===== src/rtl/opcode_issuer.sv =====
// opcode_issuer: buffers {op,count} commands in a FIFO and emits each op count times on a valid/ready stream.
module opcode_issuer #(
  parameter int DEPTH = 4,
  parameter int CNT_W = 4
) (
  input  logic             clock,
  input  logic             reset,
  input  logic             in_valid,
  output logic             in_ready,
  input  logic [1:0]       in_op,
  input  logic [CNT_W-1:0] in_count,
  output logic             out_valid,
  input  logic             out_ready,
  output logic [4:0]       out_opcode,
  output logic             err,
  output logic             busy
);
  localparam int AW = $clog2(DEPTH);
  typedef enum logic {IDLE, ISSUE} state_t;
  state_t            r_state;
  logic [CNT_W+1:0]  r_mem [DEPTH];
  logic [AW-1:0]     r_wr_ptr;
  logic [AW-1:0]     r_rd_ptr;
  logic [AW:0]       r_occ;
  logic [CNT_W-1:0]  r_rem;
  logic [4:0]        r_opcode;
  logic              r_err;
  logic              w_full;
  logic              w_empty;
  logic              w_acc;
  logic              w_push;
  logic              w_pop;
  logic              w_hs;
  logic              w_last;
  logic [CNT_W+1:0]  w_head;
  assign w_full     = r_occ == (AW+1)'(DEPTH);
  assign w_empty    = r_occ == '0;
  assign in_ready   = !w_full && !reset;
  assign w_acc      = in_valid && in_ready;
  assign w_push     = w_acc && in_op != 2'd3 && in_count != '0;
  assign w_hs       = r_state == ISSUE && out_ready;
  assign w_last     = r_rem == CNT_W'(1);
  // Reload from the FIFO either when idle or on the final beat, so consecutive commands stream without a gap
  assign w_pop      = !w_empty && (r_state == IDLE || (w_hs && w_last));
  assign w_head     = r_mem[r_rd_ptr];
  assign out_valid  = r_state == ISSUE;
  assign out_opcode = r_opcode;
  assign err        = r_err;
  assign busy       = !w_empty || r_state == ISSUE;
  always_ff @(posedge clock) begin
    if (w_push) r_mem[r_wr_ptr] <= {in_op, in_count};
  end
  always_ff @(posedge clock) begin
    if (reset) begin
      r_state  <= IDLE;
      r_wr_ptr <= '0;
      r_rd_ptr <= '0;
      r_occ    <= '0;
      r_rem    <= '0;
      r_opcode <= '0;
      r_err    <= 1'b0;
    end else begin
      r_err <= w_acc && in_op == 2'd3;
      if (w_push) r_wr_ptr <= r_wr_ptr + 1'b1;
      if (w_pop) r_rd_ptr <= r_rd_ptr + 1'b1;
      r_occ <= r_occ + {{AW{1'b0}}, w_push} - {{AW{1'b0}}, w_pop};
      if (w_pop) begin
        r_state  <= ISSUE;
        r_opcode <= {3'b000, w_head[CNT_W+1:CNT_W]};
        r_rem    <= w_head[CNT_W-1:0];
      end else if (w_hs) begin
        if (w_last) begin
          r_state  <= IDLE;
          r_opcode <= '0;
          r_rem    <= '0;
        end else begin
          r_rem <= r_rem - 1'b1;
        end
      end
    end
  end
endmodule

===== config.mk =====
export PLATFORM = sky130hd
export DESIGN_NAME = opcode_issuer
export DESIGN_NICKNAME = d
export VERILOG_FILES = /design/src/rtl/opcode_issuer.sv
export SDC_FILE = /design/constraint.sdc
export NUM_CORES = 1
export LEC_CHECK = 0
export BUFFER_PORTS_ARGS = -buffer_cell sky130_fd_sc_hd__buf_2
export CAP_MARGIN = 30
export CORE_UTILIZATION = 60
export CTS_BUF_LIST = sky130_fd_sc_hd__clkbuf_8
export DETAILED_ROUTE_END_ITERATION = 6
export MAX_ROUTING_LAYER = met4
export PLACE_DENSITY = 0.81
export SYNTH_ARGS = -nofsm -noshare
export SYNTH_HDL_FRONTEND = slang
export SYNTH_SLANG_ARGS = --single-unit
export TNS_END_PERCENT = 5

===== constraint.sdc =====
create_clock -name clock -period 3.4 [get_ports clock]
set_input_delay 0.85 -clock clock [delete_from_list [all_inputs] [get_ports clock]]
set_output_delay 0.85 -clock clock [all_outputs]
set_load 0.01 [all_outputs]

==> metrics.md <==
| Metric | Value |
|---|---|
| GRT Total Usage | 23.10% |
| Die Y | 56.86 um |
| Fin crit share | between 70% and 80% |
| Critical path class | input port to flop |
| CTS tree | yes |
| Post-synth top area cell | edfxtp_1 |
| Vias per inst | 5.824 |
| Max_cap viols | 0 |
| Crit-path cells | buf_2 -> nand2b_1 -> nor4_4 -> or2_2 -> nand2_1 -> ha_1 -> fa_1 -> xnor2_1 -> nor2_1 |
| Count of different cell masters after synthesis | 37 |
| Initial Util | 64.36% |
| Power density cells | 730.5 nW/um2 |
| Endpoints failing setup | 0 |
| Clk_skew | 5.501 ps |
| Grt ovf | 0 |
| Synth Cell Area | 1805 um2 |
| Post-CTS Hold Fix Bufs | 0 |
| Yosys top cell area share | 39.92% |
| Antenna cells | 0 |
| Slew Viols, Final | 0 |
| Routed vias | 1089 |
| 1st-iter DRT viols | 59 |
| Die W | 56.86 um |
| Clock root buffer master | clkbuf_8 |
| Boundary Pins | 19 |
| Post-CTS Setup Bufs | 0 |
| Synth top area cells | edfxtp_1, dfxtp_1, mux4_2 |
| CTS Buf Count | 5 |
| Input/output buffers | 15 |
| Largest net degree at the start of global routing | 19 |
| Final ANT Viol Nets | 0 |
| Top Family by Delay on Critical Path | simple AND/OR/NAND/NOR gates |
| Worst setup SP type | input port |
| CP endpoint kind | flop |
| Final core occ | 70.43% |
| First drt pass iteration count | 6 |
| Clock sinks | 41 |
| Worst Path Buf+Inv | 1 |
| DP Wirelength | 2.227 mm |
| VDD IR max | about 0.43 mV |
| Setup TNS | 0 ps |
| Final net count | between 150 and 200 |
| Layout area overhead | 9.425% |
| Status | complete, but fails checks |
| Fin crit period | 2597 ps |
| Clk buf depth | 2 |
| Area of the multi-input gates | 671.9 um2 |
| Worst relative slew slack | between 60% and 70% |
| Clock Pin Slew Worst Setup and Hold Paths | 70 ps |
| Final hold vios | 0 |
| Critical Path Max Stage Delay | 440 ps |
| H-tree depth | 2 |
| YS warnings | 0 |
| Rows | 19 |
| Hold WS | 473.7 ps |
| Fin cells | 187 |
| CP max stage cell | nor4_4 |
| Core Area | 2805 um2 |
| Tightest Pin Transition | ~500 ps |
| DR WL/cell | 16.53 um |
| Hold WC Path Type | flop to flop |
| RSZ-0062 raised after global routing | no |
| Crit path DAT | 2770 ps |
| Required @ worst endpoint | 3570 ps |
| Skew-Pair Late Insertion Delay | 280 ps |
| Share of cells above drive strength 1 | ~22% |
| GP Congestion | 0.8340 |
| Cts repair resizes | 0 |
| Cells after synthesis | 136 |
| First-pass GRT wire length | 5.133 mm |
| Synth Register Bits | 41 |
| Register area | 1061 um2 |
| Routed WL | approximately 3.1 mm |
| Initial antenna violation count | 0 |
| Fmax | 385.1 MHz |
| Syn Area/Cell | between 10 and 15 um2 |
| P_leak | 0.7312 nW |
| Die area | 3232 um2 |
| CP Max Fanout | 18 |
| Failing checks | DRC |
| Fill cell count | 190 |
| Proportion of synthesized chip area in sequential cells | 58.77% |
| Placed cells | 179 |
| DRC violation count after routing | 4 |
| Number of global-route vias before repair | roughly 1.1k |
[cells in the mapped netlist]
cell        n
or4b_4      1
or2_2       1
a31oi_1     2
fa_1        1
and2_0      1
dfxtp_1    17
a211oi_1    2
o21ai_0     1
o21ai_1     1
nor2b_1     3
clkbuf_1    1
nor3_1      3
conb_1      1
clkbuf_8    1
or2b_2      1
ha_1        7
or3_1       1
nand3_1     8
nor2_1      9
nor3b_1     2
nor4bb_1    1
and2_1      4
mux4_2      6
xnor2_1     4
nor4_1      1
edfxtp_1   24
a2111oi_2   1
and3_1      1
nand2b_1    1
or3_4       1
buf_4       3
a21oi_1     7
nor4_4      1
mux2i_1     3
nand2_1     4
inv_1       8
buf_2       2
[sequential cells by signal, indices dropped and copies added, names as in the netlist, named ones only]
register	flops
r_mem	24
r_rem	4
r_occ	3
out_opcode	2
r_rd_ptr	2
r_wr_ptr	2
err	1
out_valid	1
[layout by cell type, fill, tap and decap left out]
master | Yosys | layout
nor3_1 | 3 | 3
nand2b_1 | 1 | 1
mux2i_1 | 3 | 3
nor4_4 | 1 | 1
o21ai_0 | 1 | 1
or3_1 | 1 | 1
or2_2 | 1 | 1
or3_4 | 1 | 1
or2b_2 | 1 | 1
edfxtp_1 | 24 | 24
nor2_1 | 9 | 9
clkinv_1 | 0 | 1
buf_2 | 2 | 15
dfxtp_1 | 17 | 17
conb_1 | 1 | 3
and3_1 | 1 | 1
nor4bb_1 | 1 | 1
fa_1 | 1 | 1
a2111oi_2 | 1 | 1
nor4_1 | 1 | 1
inv_1 | 8 | 9
o21ai_1 | 1 | 1
nand2_1 | 4 | 4
a21oi_1 | 7 | 7
clkinvlp_4 | 0 | 1
and2_1 | 4 | 4
a31oi_1 | 2 | 2
clkbuf_8 | 1 | 5
and2_0 | 1 | 1
a211oi_1 | 2 | 2
buf_4 | 3 | 2
xnor2_1 | 4 | 4
or4b_4 | 1 | 1
nor2b_1 | 3 | 3
ha_1 | 7 | 7
mux4_2 | 6 | 6
nand3_1 | 8 | 8
nor3b_1 | 2 | 2
[worst reg2reg max path, cell delays in order (launching register included)]
cell      delay [ps]
dfxtp_1          410
ha_1             270
nor4bb_1         460
o21ai_1          140
buf_4            200
nand2_1           80
nand2_1           60
ha_1             190
fa_1             370
xnor2_1          160
nor2_1            50
[metrics by stage]
step	area [um2]	worst slack, ps	power (mW)
CTS	1976	808.2	1.453
finish	1976	802.9	1.443
detailed placement	1892	502.5	1.158
floorplan	1813	744.2	1.040
global route	1976	671.3	1.538
global placement	1892	571.3	1.132
[power breakdown]
group,internal (mW),total (mW),switching (mW)
registers,0.600,0.683,0.0822
logic,0.231,0.466,0.235
clock network,0.139,0.294,0.155
total,0.971,1.44,0.473
[per-layer routing]
layer	track usage, %	up-vias	routed length (um)
li1	-	522	-
met1	26.30	535	1308
met2	37.24	26	1605
met3	7.373	6	119
met4	10.80	0	57
met5	-	-	0
[kinds of logic after synthesis]
kind of cell    synth area share, %
compound gates                4.850
xor+xnor                      1.940
fa+ha+maj                     5.960
buf+inv                       4.435
flops                         58.77
mux                           9.148
other cells                  0.2077
simple gates                  14.69
[worst paths after layout]
path / startpoint / end / slack (ps) / cells past startpoint
max: reset / r_occ[2] / 800 / 9
min: out_opcode[1] / out_opcode[1] / 470 / 2
max reg2reg: r_rem[0] / r_occ[2] / 900 / 10
min reg2reg: out_opcode[1] / out_opcode[1] / 470 / 2
[layout make-up]
| class | count | share of cell area [%] |
|---|---|---|
| sequential | 41 | 53.71 |
| multi-input combinational | 82 | 34.01 |
| timing repair buffer | 17 | 4.560 |
| clock buffer | 5 | 3.483 |
| tap | 31 | 1.963 |
| inverter | 8 | 1.520 |
| clock inverter | 3 | 0.7600 |
Power figures use the tool's default switching activity.
